==> src/rtl/mul16_arb_pkg.sv <==
// mul16_arb_pkg: shared widths, ID-width helper and the result FIFO entry
// layout for the mul16 arbiter slice.
package mul16_arb_pkg;

  localparam int RES_W    = 32;
  localparam int OP_W     = 16;
  // Widest requester ID the design supports (N_REQ up to 8).
  localparam int ID_MAX_W = 3;

  // ID width for n requesters: max(1, clog2(n)).
  function automatic int id_w(input int n);
    return (n <= 2) ? 1 : $clog2(n);
  endfunction

  typedef struct packed {
    logic [ID_MAX_W-1:0] id;
    logic [RES_W-1:0]    data;
  } fifo_entry_t;

  localparam int ENTRY_W = $bits(fifo_entry_t);

endpackage

==> src/rtl/mul16.sv <==
// mul16: pipelined 16x16 unsigned multiplier, 2-cycle latency, no reset,
// no handshake. Operands presented in cycle t appear on r in cycle t+2.
module mul16 (
  input  logic        clk,
  input  logic [15:0] a,
  input  logic [15:0] b,
  output logic [31:0] r
);

  logic [15:0] a_p1;
  logic [15:0] b_p1;
  logic [31:0] r_p2;

  // Stage 1 captures operands, stage 2 captures the exact 32-bit product.
  always_ff @(posedge clk) begin
    a_p1 <= a;
    b_p1 <= b;
    r_p2 <= {16'b0, a_p1} * {16'b0, b_p1};
  end

  assign r = r_p2;

endmodule

==> src/rtl/mul16_arb_fifo.sv <==
// mul16_arb_fifo: synchronous first-word-fall-through FIFO of fifo_entry_t
// with an occupancy count. Push and pop may coincide at any count.
module mul16_arb_fifo
  import mul16_arb_pkg::*;
#(
  parameter int FIFO_DEPTH = 4
) (
  input  logic                        clk,
  input  logic                        rst,
  input  logic                        push_i,
  input  logic [ENTRY_W-1:0]          push_entry_i,
  input  logic                        pop_i,
  output logic [ENTRY_W-1:0]          head_o,
  output logic [$clog2(FIFO_DEPTH):0] count_o
);

  localparam int PTR_W = $clog2(FIFO_DEPTH);

  fifo_entry_t                mem_q [FIFO_DEPTH];
  logic [PTR_W-1:0]           wr_ptr_q, wr_ptr_d;
  logic [PTR_W-1:0]           rd_ptr_q, rd_ptr_d;
  logic [PTR_W:0]             count_q, count_d;
  logic                       pop_ok;

  // A pop on an empty FIFO is ignored so the count can never underflow.
  assign pop_ok = pop_i && (count_q != '0);

  // Next pointers and occupancy; power-of-two depth lets pointers wrap naturally.
  always_comb begin
    wr_ptr_d = wr_ptr_q;
    rd_ptr_d = rd_ptr_q;
    count_d  = count_q;
    if (push_i) wr_ptr_d = wr_ptr_q + 1'b1;
    if (pop_ok) rd_ptr_d = rd_ptr_q + 1'b1;
    case ({push_i, pop_ok})
      2'b10:   count_d = count_q + 1'b1;
      2'b01:   count_d = count_q - 1'b1;
      default: count_d = count_q;
    endcase
  end

  // Control state clears immediately on reset.
  always_ff @(posedge clk or posedge rst) begin
    if (rst) begin
      wr_ptr_q <= '0;
      rd_ptr_q <= '0;
      count_q  <= '0;
    end else begin
      wr_ptr_q <= wr_ptr_d;
      rd_ptr_q <= rd_ptr_d;
      count_q  <= count_d;
    end
  end

  // Storage array is data only and carries no reset.
  always_ff @(posedge clk) begin
    if (push_i) mem_q[wr_ptr_q] <= fifo_entry_t'(push_entry_i);
  end

  assign head_o  = mem_q[rd_ptr_q];
  assign count_o = count_q;

endmodule

==> src/rtl/mul16_arbiter.sv <==
// mul16_arbiter: shares one mul16 between N_REQ requesters with a credit
// check that reserves a result FIFO slot for every in-flight product.
// Results return in issue order, tagged with the requester ID.
// Build option: define MUL16_ARB_FIXED_PRIO_EN for fixed priority (lowest
// index wins); otherwise round-robin starting after the last grant.
module mul16_arbiter
  import mul16_arb_pkg::*;
#(
  parameter int N_REQ      = 4,
  parameter int FIFO_DEPTH = 4
) (
  input  logic                    clk,
  input  logic                    rst,
  input  logic [N_REQ-1:0]        req_valid,
  output logic [N_REQ-1:0]        req_ready,
  input  logic [N_REQ*OP_W-1:0]   req_a,
  input  logic [N_REQ*OP_W-1:0]   req_b,
  output logic                    res_valid,
  input  logic                    res_ready,
  output logic [id_w(N_REQ)-1:0]  res_id,
  output logic [RES_W-1:0]        res_data,
  output logic                    busy
);

  localparam int ID_W = id_w(N_REQ);
  localparam int CNT_W = $clog2(FIFO_DEPTH) + 1;

  logic              credit_ok;
  logic              gnt_found;
  logic [ID_W-1:0]   gnt_id;
  logic              accept;
  logic [OP_W-1:0]   mul_a, mul_b;
  logic [RES_W-1:0]  mul_r;

  logic              vld_p1_q, vld_p1_d;
  logic              vld_p2_q, vld_p2_d;
  logic [ID_W-1:0]   id_p1_q, id_p1_d;
  logic [ID_W-1:0]   id_p2_q, id_p2_d;

  logic [CNT_W-1:0]  fifo_count;
  fifo_entry_t       push_entry;
  fifo_entry_t       head;
  logic [ID_MAX_W-1:0] unused_head_id;

`ifndef MUL16_ARB_FIXED_PRIO_EN
  logic [ID_W-1:0]   last_ptr_q, last_ptr_d;
  int                idx;
`endif

  // Grant selection: credit check, then priority search over req_valid.
  always_comb begin
    gnt_found = 1'b0;
    gnt_id    = '0;
    // Same-cycle pops are deliberately not credited.
    credit_ok = (int'(fifo_count) + int'(vld_p1_q) + int'(vld_p2_q)) < FIFO_DEPTH;
`ifdef MUL16_ARB_FIXED_PRIO_EN
    for (int k = 0; k < N_REQ; k++) begin
      if (!gnt_found && req_valid[k]) begin
        gnt_found = 1'b1;
        gnt_id    = ID_W'(k);
      end
    end
`else
    idx = 0;
    for (int k = 1; k <= N_REQ; k++) begin
      idx = int'(last_ptr_q) + k;
      if (idx >= N_REQ) idx = idx - N_REQ;
      if (!gnt_found && req_valid[idx]) begin
        gnt_found = 1'b1;
        gnt_id    = ID_W'(idx);
      end
    end
`endif
    accept    = gnt_found && credit_ok && !rst;
    req_ready = '0;
    if (accept) req_ready[gnt_id] = 1'b1;
  end

  // Issue mux: granted operand slice into the multiplier, zeros otherwise.
  always_comb begin
    mul_a = '0;
    mul_b = '0;
    for (int i = 0; i < N_REQ; i++) begin
      if (req_ready[i]) begin
        mul_a = req_a[i*OP_W +: OP_W];
        mul_b = req_b[i*OP_W +: OP_W];
      end
    end
  end

  mul16 u_mul16 (
    .clk (clk),
    .a   (mul_a),
    .b   (mul_b),
    .r   (mul_r)
  );

  // Tag pipeline next state, aligned with the two multiplier stages.
  always_comb begin
    vld_p1_d = accept;
    id_p1_d  = gnt_id;
    vld_p2_d = vld_p1_q;
    id_p2_d  = id_p1_q;
  end

`ifndef MUL16_ARB_FIXED_PRIO_EN
  // Round-robin pointer moves only on an accept.
  always_comb begin
    last_ptr_d = last_ptr_q;
    if (accept) last_ptr_d = gnt_id;
  end

  // Pointer resets to the last index so requester 0 is searched first.
  always_ff @(posedge clk or posedge rst) begin
    if (rst) last_ptr_q <= ID_W'(N_REQ - 1);
    else     last_ptr_q <= last_ptr_d;
  end
`endif

  // Stage p1/p2 valids: cleared on reset so stale products are never pushed.
  always_ff @(posedge clk or posedge rst) begin
    if (rst) begin
      vld_p1_q <= 1'b0;
      vld_p2_q <= 1'b0;
    end else begin
      vld_p1_q <= vld_p1_d;
      vld_p2_q <= vld_p2_d;
    end
  end

  // Stage p1/p2 IDs travel with the valids; meaningful only when valid.
  always_ff @(posedge clk) begin
    id_p1_q <= id_p1_d;
    id_p2_q <= id_p2_d;
  end

  // Stage p2 valid means mul_r holds this tag's product; push it.
  always_comb begin
    push_entry      = '0;
    push_entry.id   = ID_MAX_W'(id_p2_q);
    push_entry.data = mul_r;
  end

  mul16_arb_fifo #(
    .FIFO_DEPTH (FIFO_DEPTH)
  ) u_fifo (
    .clk          (clk),
    .rst          (rst),
    .push_i       (vld_p2_q),
    .push_entry_i (push_entry),
    .pop_i        (res_valid && res_ready),
    .head_o       (head),
    .count_o      (fifo_count)
  );

  assign unused_head_id = head.id;

  // Head is masked when empty so the port reads zero after reset.
  assign res_valid = (fifo_count != '0);
  assign res_id    = res_valid ? head.id[ID_W-1:0] : '0;
  assign res_data  = res_valid ? head.data : '0;
  assign busy      = vld_p1_q || vld_p2_q || (fifo_count != '0);

endmodule

==> config.mk <==
export PLATFORM = sky130hd
export DESIGN_NAME = mul16_arbiter
export DESIGN_NICKNAME = d
export VERILOG_FILES = /design/src/rtl/mul16_arb_pkg.sv /design/src/rtl/mul16.sv /design/src/rtl/mul16_arb_fifo.sv /design/src/rtl/mul16_arbiter.sv
export SDC_FILE = /design/constraint.sdc
export NUM_CORES = 1
export LEC_CHECK = 0
export ABC_AREA = 0
export CORE_MARGIN = 2
export CORE_UTILIZATION = 55
export CTS_CLUSTER_DIAMETER = 60
export DETAILED_ROUTE_END_ITERATION = 7
export DONT_BUFFER_PORTS = 1
export PLACE_DENSITY_LB_ADDON = 0.12
export RECOVER_POWER = 100
export SLEW_MARGIN = 30
export SYNTH_ARGS = -nofsm -noshare
export SYNTH_HDL_FRONTEND = slang
export SYNTH_SLANG_ARGS = --single-unit
==> constraint.sdc <==
create_clock -name clk -period 15 [get_ports clk]
set_clock_uncertainty 0.2 [all_clocks]
set_input_delay 0.75 -clock clk [delete_from_list [all_inputs] [get_ports clk]]
set_output_delay 0.75 -clock clk [all_outputs]
set_load 0.01 [all_outputs]
==> results.sh, run 1 <==
export IMPL_outcome="complete, but fails checks"
export IMPL_violations="max-capacitance violations, max-slew violations"
export IMPL_ant_nets=0
export IMPL_ys_ff_latch=215
export IMPL_p_comb_share_pct=41.2
export IMPL_yosysUniqueCellTypes=56
export IMPL_r2r_cells=18
export IMPL_grt_overflow_total=0
export IMPL_final_fill_count=2625
export IMPL_path_class="flip-flop to flip-flop"
export IMPL_area_delta_synth_final_pct=5.30
export IMPL_tns_ps=0
export IMPL_layout_commonest_cell="inv_1"
export IMPL_antenna_found_initial=6
export IMPL_crit_top_cell="fa_1"
export IMPL_yosys_most_used_dff="edfxtp_1"
export IMPL_synth_mux_area_share_pct=8.61
export IMPL_viasPerCell=5.39
export IMPL_cts_tree="done"
export IMPL_p_int_mw=1.53
export IMPL_path_depth=18
export IMPL_cpLargestDelayFamily="adder cells"
export IMPL_grt_start_max_net_pins=69
export IMPL_clk_latency_ps=500
export IMPL_cp_max_fo=16
export IMPL_ctsHtreeMaxLevel=1
export IMPL_synth_compound_gate_area_share_pct=5.32
export IMPL_clock_sinks=215
export IMPL_die_x_um=179
export IMPL_avgSynthCellArea_sq_um=11.2
export IMPL_ir_drop_mv=0.0936
export IMPL_nets=1913
export IMPL_synth_edf_count=136
export IMPL_power_density_mw_per_mm2=141
export IMPL_wire_per_inst_um=18.0
export IMPL_synth_area_sq_mm=0.0169
export IMPL_post_cts_resized=0
export IMPL_yosysTopAreaCell="edfxtp_1"
export IMPL_ys_async_sr_fraction_pct=5.12
export IMPL_syn_inst=1509
export IMPL_cp_cell_sequence="nand2_1 -> fa_1 -> inv_1 -> fa_1 -> ha_1 -> inv_1 -> fa_1 -> fa_1 -> inv_1 -> fa_1 -> ha_1 -> and3_2 -> a221oi_1 -> o221ai_1 -> o21ai_0 -> o21ai_0 -> o31ai_2 -> xnor2_1"
export IMPL_layout_worst_path_cycle_share_pct=47.6
export IMPL_reg2reg_setup_slack_ps=7860
export IMPL_hold_class="flip-flop to flip-flop"
export IMPL_multi_input_area_sq_mm=0.00990
export IMPL_seqPwrFrac_pct=39.3
export IMPL_grt_pass1_vias=10600
export IMPL_most_common_layout_cells="inv_1 (263), fa_1 (195), nand2_1 (144), edfxtp_1 (136), and2_1 (130)"
export IMPL_p_sw_share_pct=39.1
export IMPL_yosys_area_share_simple_pct=11.9
export IMPL_first_iter_violations=455
export IMPL_syn_num_nets=1949
export IMPL_dr_pass1_iters=5
export IMPL_grt_pass1_wl_um=55200
export IMPL_dieArea_sq_mm=0.0322
export IMPL_grt_usage_pct=22.1
export IMPL_switchingPower_mw=0.979
export IMPL_p_leak_nw=7.92
export IMPL_yosysSeqAreaShare_pct=33.8
export IMPL_yosysWarnings=0
export IMPL_clock_path_buffers=3
export IMPL_place_gp_congestion=0.928
export IMPL_synthXorXnorAreaFrac_pct=1.60
export IMPL_start_kind="flip-flop"
export IMPL_path_clk_slew_ps=60
export IMPL_rows=64
export IMPL_worstPathRequired_ps=15230
export IMPL_cts_buffers=22
export IMPL_initial_utilization_pct=55.6
export IMPL_dp_hpwl_um=26100
export IMPL_core_area_sq_mm=0.0304
export IMPL_critPathArrivalTime_ps=7370
export IMPL_crit_end="u_mul16.r[29]$_DFF_P_"
export IMPL_die_h_um=179
export IMPL_timing_hold_ws_ps=157
export IMPL_post_cts_setup_buffers=0
export IMPL_synth_adder_area_share_pct=31.2
export IMPL_drc=0
export IMPL_maxSlewHeadroom_pct=-68.4
export IMPL_drt_total_wl_um=34000
export IMPL_hold_viol_final=0
export IMPL_root_buffer="clkbuf_16"
export IMPL_fmax_mhz=140
export IMPL_min_period_ps=7140
export IMPL_synth_top_family_by_area="adder cells"
export IMPL_cpMaxStageDelayCell="dfxtp_1"
export IMPL_holdBufCountCts=1
export IMPL_r2r_start="u_mul16.b_p1[1]$_DFF_P_"
export IMPL_regToRegEndpoint="u_mul16.r[29]$_DFF_P_"
export IMPL_synth_top_area_share_pct=24.1
export IMPL_port_buffers=0
export IMPL_drive_gt1_share_pct=6.99
export IMPL_power_share_clock_pct=19.5
export IMPL_startpoint="u_mul16.b_p1[1]$_DFF_P_"
export IMPL_path_buf_inv=3
export IMPL_num_vias=10200
export IMPL_num_io_pins=175
export IMPL_synth_area_top_cells="edfxtp_1 (24%), fa_1 (23%), ha_1 (8.1%)"
export IMPL_slew_violations=280
export IMPL_seqCellArea_sq_mm=0.00572
export IMPL_setup_viol_count_final=0
export IMPL_end_kind="flip-flop"
export IMPL_rsz0062_at_grt="no"
export IMPL_max_cap_violations=7
export IMPL_tightest_slew_ps=2530
export IMPL_critPathMaxStageDelay_ps=740
-- cells in the mapped netlist (all sizes together), types with 2 or more instances --
master / number
a2111oi: 2
a211oi: 33
a21o: 13
a21oi: 25
a221oi: 2
a31o: 2
a31oi: 3
and2: 170
and3: 4
buf: 11
clkbuf: 59
dfrtp: 9
dfstp: 2
dfxtp: 68
edfxtp: 136
fa: 195
ha: 110
inv: 263
mux2: 32
mux2i: 33
mux4: 34
nand2: 144
nand2b: 4
nand3: 10
nand4: 4
nor2: 49
nor2b: 4
nor3: 7
o211ai: 2
o21a: 4
o21ai: 21
o21bai: 3
o221ai: 5
o31ai: 4
or3: 2
xnor2: 19
xor2: 12
-- cell type report --
type / count / area share (%)
Multi-Input combinational cell: 961 / 55.6
Clock inverter: 8 / 0.232
Inverter: 263 / 5.54
Clock buffer: 31 / 3.40
Sequential cell: 215 / 32.1
Antenna cell: 5 / 0.0702
Timing Repair Buffer: 10 / 0.288
Tap cell: 396 / 2.78
-- power by group through the flow --
stage	combinational, mW	sequential [mW]	clock (mW)
6_report	1.03	0.985	0.488
5_1_grt	1.19	1.01	0.526
4_1_cts	1.06	0.981	0.504
3_5_place_dp	1.05	0.993	0
3_3_place_gp	1.04	0.982	0
2_1_floorplan	0.922	0.855	0
-- kinds of logic after synthesis --
group | Yosys count
flip-flops | 215
XOR/XNOR | 31
multiplexers | 99
buffers and inverters | 333
AND/OR/NAND/NOR | 402
adder cells (fa/ha/maj) | 305
AO/OA/AOI/OAI | 124
-- per-layer routing --
metal	part of all wire [%]	global-route usage [%]	vias up
met3	5.8	3.04	45
met5	0	0	-
met4	2.4	6.01	0
li1	-	-	4810
met2	45	35.2	331
met1	46	32.0	5001
-- flip-flops by register name (all words and copies together), names as in the netlist --
| register | cells |
|---|---|
| id_p1_q | 2 |
| id_p2_q | 2 |
| last_ptr_q | 2 |
| u_fifo.count_o | 3 |
| u_fifo.mem_q | 136 |
| u_fifo.rd_ptr_q | 2 |
| u_fifo.wr_ptr_q | 2 |
| u_mul16.a_p1 | 16 |
| u_mul16.b_p1 | 16 |
| u_mul16.r | 32 |
| vld_p1_q | 1 |
| vld_p2_q | 1 |
-- per-stage QoR --
| step | cell area [sq um] | power, mW | setup slack, ps | std cells | util (%) |
|---|---|---|---|---|---|
| detailed placement | 17200 | 2.05 | 8700 | 1844 | 56.6 |
| floorplan | 16900 | 1.78 | 9210 | 1509 | - |
| global route | 17800 | 2.72 | 7550 | 1889 | 58.5 |
| CTS | 17900 | 2.54 | 8670 | 1884 | 58.8 |
| global placement | 17200 | 2.02 | 8820 | 1844 | 56.6 |
| finish | 17800 | 2.51 | 7860 | 1889 | 58.5 |
-- worst min path at each step --
stage	start	to	slack (ps)	cells past startpoint
global route	id_p1_q[0]$_DFF_P_	id_p2_q[0]$_DFF_P_	160	0
CTS	req_valid[2]	id_p1_q[0]$_DFF_P_	150	1
finish	id_p1_q[0]$_DFF_P_	id_p2_q[0]$_DFF_P_	160	0
detailed placement	id_p1_q[0]$_DFF_P_	id_p2_q[0]$_DFF_P_	150	0
global placement	id_p1_q[1]$_DFF_P_	id_p2_q[1]$_DFF_P_	150	0
floorplan	id_p1_q[0]$_DFF_P_	id_p2_q[0]$_DFF_P_	110	0
-- worst reg2reg max path: cells and delay by family (launching register included) --
kind,cells,cell delay (ps)
AND/OR/NAND/NOR,2,390
buffers and inverters,3,150
XOR/XNOR,1,140
AO/OA/AOI/OAI,5,2360
adder cells (fa/ha/maj),7,3080
flip-flops,1,740
No activity file was read; power rests on OpenSTA's default activity.
==> run 2, diff against run 1 <==
==> constraint.sdc (replaced) <==
create_clock -name clk -period 7.3 [get_ports clk]
set_clock_uncertainty 0.2 [all_clocks]
set_input_delay 0.365 -clock clk [delete_from_list [all_inputs] [get_ports clk]]
set_output_delay 0.365 -clock clk [all_outputs]
set_load 0.01 [all_outputs]
==> run 2 against run 1 <==
Net effect:
- the run still ends with max-capacitance violations, max-slew violations left
- maximum frequency is 7.7% higher
- power is 110% higher
- highest routed layer unchanged
- global-route usage is 0.97 points higher
- core utilization is 2.8 points higher
- critical endpoint is now u_mul16.r[26]$_DFF_P_
==> results.sh, run 2 (same netlist as run 1, synthesis figures left out) <==
export IMPL_rsz0062_at_grt="no"
export IMPL_post_cts_setup_buffers=0
export IMPL_ir_drop_mv=0.205
export IMPL_nets=1987
export IMPL_clk_latency_ps=500
export IMPL_grt_overflow_total=0
export IMPL_gr_usage_met1_pct=32.9
export IMPL_port_buffers=0
export IMPL_tightest_slew_ps=2530
export IMPL_grt_start_max_net_pins=69
export IMPL_clock_sinks=215
export IMPL_max_cap_violations=7
export IMPL_grt_pass1_wl_um=57600
export IMPL_largest_reg_flops=136
export IMPL_place_gp_congestion=0.927
export IMPL_largest_register="u_fifo.mem_q"
export IMPL_path_class="flip-flop to flip-flop"
export IMPL_dr_pass1_iters=5
export IMPL_viasPerCell=5.35
export IMPL_layout_worst_path_cycle_share_pct=90.8
export IMPL_path_depth=17
export IMPL_grt_usage_pct=23.1
export IMPL_ctsHtreeMaxLevel=1
export IMPL_hold_viol_final=0
export IMPL_die_h_um=179
export IMPL_grt_pass1_vias=11100
export IMPL_r2r_cells=17
export IMPL_slew_violations=280
export IMPL_maxSlewHeadroom_pct=-68.7
export IMPL_fin_cells=1965
export IMPL_num_vias=10500
export IMPL_worstPathRequired_ps=7530
export IMPL_num_io_pins=175
export IMPL_dieArea_sq_mm=0.0322
export IMPL_p_leak_nw=8.28
export IMPL_most_common_layout_cells="inv_1 (263), fa_1 (195), nand2_1 (144), edfxtp_1 (136), and2_1 (130)"
export IMPL_use_met2_pct=36.6
export IMPL_drc=0
export IMPL_cp_cell_sequence="nand2_1 -> fa_1 -> fa_1 -> fa_1 -> fa_1 -> inv_1 -> fa_1 -> inv_1 -> fa_1 -> inv_1 -> ha_1 -> and4_1 -> nand3_1 -> o21ai_0 -> a221oi_2 -> o21ai_0 -> xor2_1"
export IMPL_reg2reg_setup_slack_ps=670
export IMPL_path_buf_inv=3
export IMPL_violations="max-capacitance violations, max-slew violations"
export IMPL_outcome="complete, but fails checks"
export IMPL_drt_total_wl_um=36000
export IMPL_final_fill_count=2538
export IMPL_critPathMaxStageDelay_ps=800
export IMPL_root_buffer="clkbuf_16"
export IMPL_dp_slack_ps=1010
export IMPL_crit_top_cell="fa_1"
export IMPL_cpMaxStageDelayCell="o21ai_0"
export IMPL_path_clk_slew_ps=60
export IMPL_dp_cells=1850
export IMPL_fmax_mhz=151
export IMPL_end_kind="flip-flop"
export IMPL_crit_end="u_mul16.r[26]$_DFF_P_"
export IMPL_whs_path_depth=3
export IMPL_cts_buffers=23
export IMPL_tns_ps=0
export IMPL_cpLargestDelayFamily="adder cells"
export IMPL_critPathArrivalTime_ps=6860
export IMPL_grtUsageMet3_pct=3.78
export IMPL_startpoint="u_mul16.b_p1[1]$_DFF_P_"
export IMPL_drive_gt1_share_pct=7.61
export IMPL_seqCellArea_sq_mm=0.00572
export IMPL_multi_input_area_sq_mm=0.00993
export IMPL_rows=64
export IMPL_dp_hpwl_um=26600
export IMPL_min_period_ps=6630
export IMPL_cts_tree="done"
export IMPL_core_area_sq_mm=0.0304
export IMPL_area_delta_synth_final_pct=10.3
export IMPL_power_density_mw_per_mm2=289
export IMPL_antenna_found_initial=6
export IMPL_total_power_mw=5.39
export IMPL_ant_nets=0
export IMPL_busiest_layer="met2"
export IMPL_r2r_start="u_mul16.b_p1[1]$_DFF_P_"
export IMPL_layout_commonest_cell="inv_1"
export IMPL_hold_class="input pin to flip-flop"
export IMPL_cp_max_fo=16
export IMPL_clock_path_buffers=3
export IMPL_die_x_um=179
export IMPL_setup_viol_count_final=0
export IMPL_timing_final_ws_setup_ps=672
export IMPL_initial_utilization_pct=55.6
export IMPL_regToRegEndpoint="u_mul16.r[26]$_DFF_P_"
export IMPL_first_iter_violations=592
export IMPL_wire_per_inst_um=18.3
export IMPL_start_kind="flip-flop"
## run 2: changes by cell type in the layout (fill, tap and decap cells not counted), moves of 2 or more
| cell | delta |
|---|---|
| dlygate4sd3_1 | +67 |
| clkbuf_8 | +4 |
| clkinv_1 | -3 |
| buf_4 | +6 |
| inv_6 | +2 |
| clkbuf_1 | -2 |
## run 2: per-stage QoR
stage          hold slack (ps)  area [sq um]  util [%]
2_1_floorplan             16.0         16900         -
3_3_place_gp              83.3         17300      56.8
3_5_place_dp              89.1         17300      56.8
4_1_cts                   21.0         18700      61.4
5_1_grt                   73.8         18700      61.3
6_report                  55.0         18700      61.3
## run 2: timing repair
| item | 4_1_cts | 5_1_grt |
|---|---|---|
| resized for setup | 0 | 0 |
| hold endpoints to repair | 47 | 0 |
| hold buffers | 68 | 0 |
## run 2: how the worst min path moves through the flow
stage          startpoint                             to
2_1_floorplan         rst  u_fifo.count_o[0]$_DFFE_PP0P_
3_3_place_gp          rst             vld_p1_q$_DFF_PP0_
3_5_place_dp          rst  u_fifo.count_o[2]$_DFFE_PP0P_
4_1_cts         req_b[47]       u_mul16.b_p1[15]$_DFF_P_
5_1_grt         req_a[43]       u_mul16.a_p1[11]$_DFF_P_
6_report        req_b[47]       u_mul16.b_p1[15]$_DFF_P_
## run 2: power by group
group	internal (mW)	switching, mW
Sequential	1.63	0.365
Clock	0.661	0.454
Combinational	1.02	1.26
## run 2: tightest hold or removal path: stages
cell and delay, ps:
mux2_2 120, nor2_1 30, a211oi_1 180
## run 2: area by class of cell
class,instances,area share [%]
Antenna cell,6,0.0805
Clock buffer,33,3.50
Clock inverter,8,0.449
Inverter,263,5.29
Multi-Input combinational cell,961,53.2
Sequential cell,215,30.7
Tap cell,396,2.66
Timing Repair Buffer,83,4.11
## run 2: metal layers
layer,share of wire (%),routed length (um)
met1,46,16700
met2,44,15900
met3,6.3,2260
met4,2.9,1040
met5,0,0
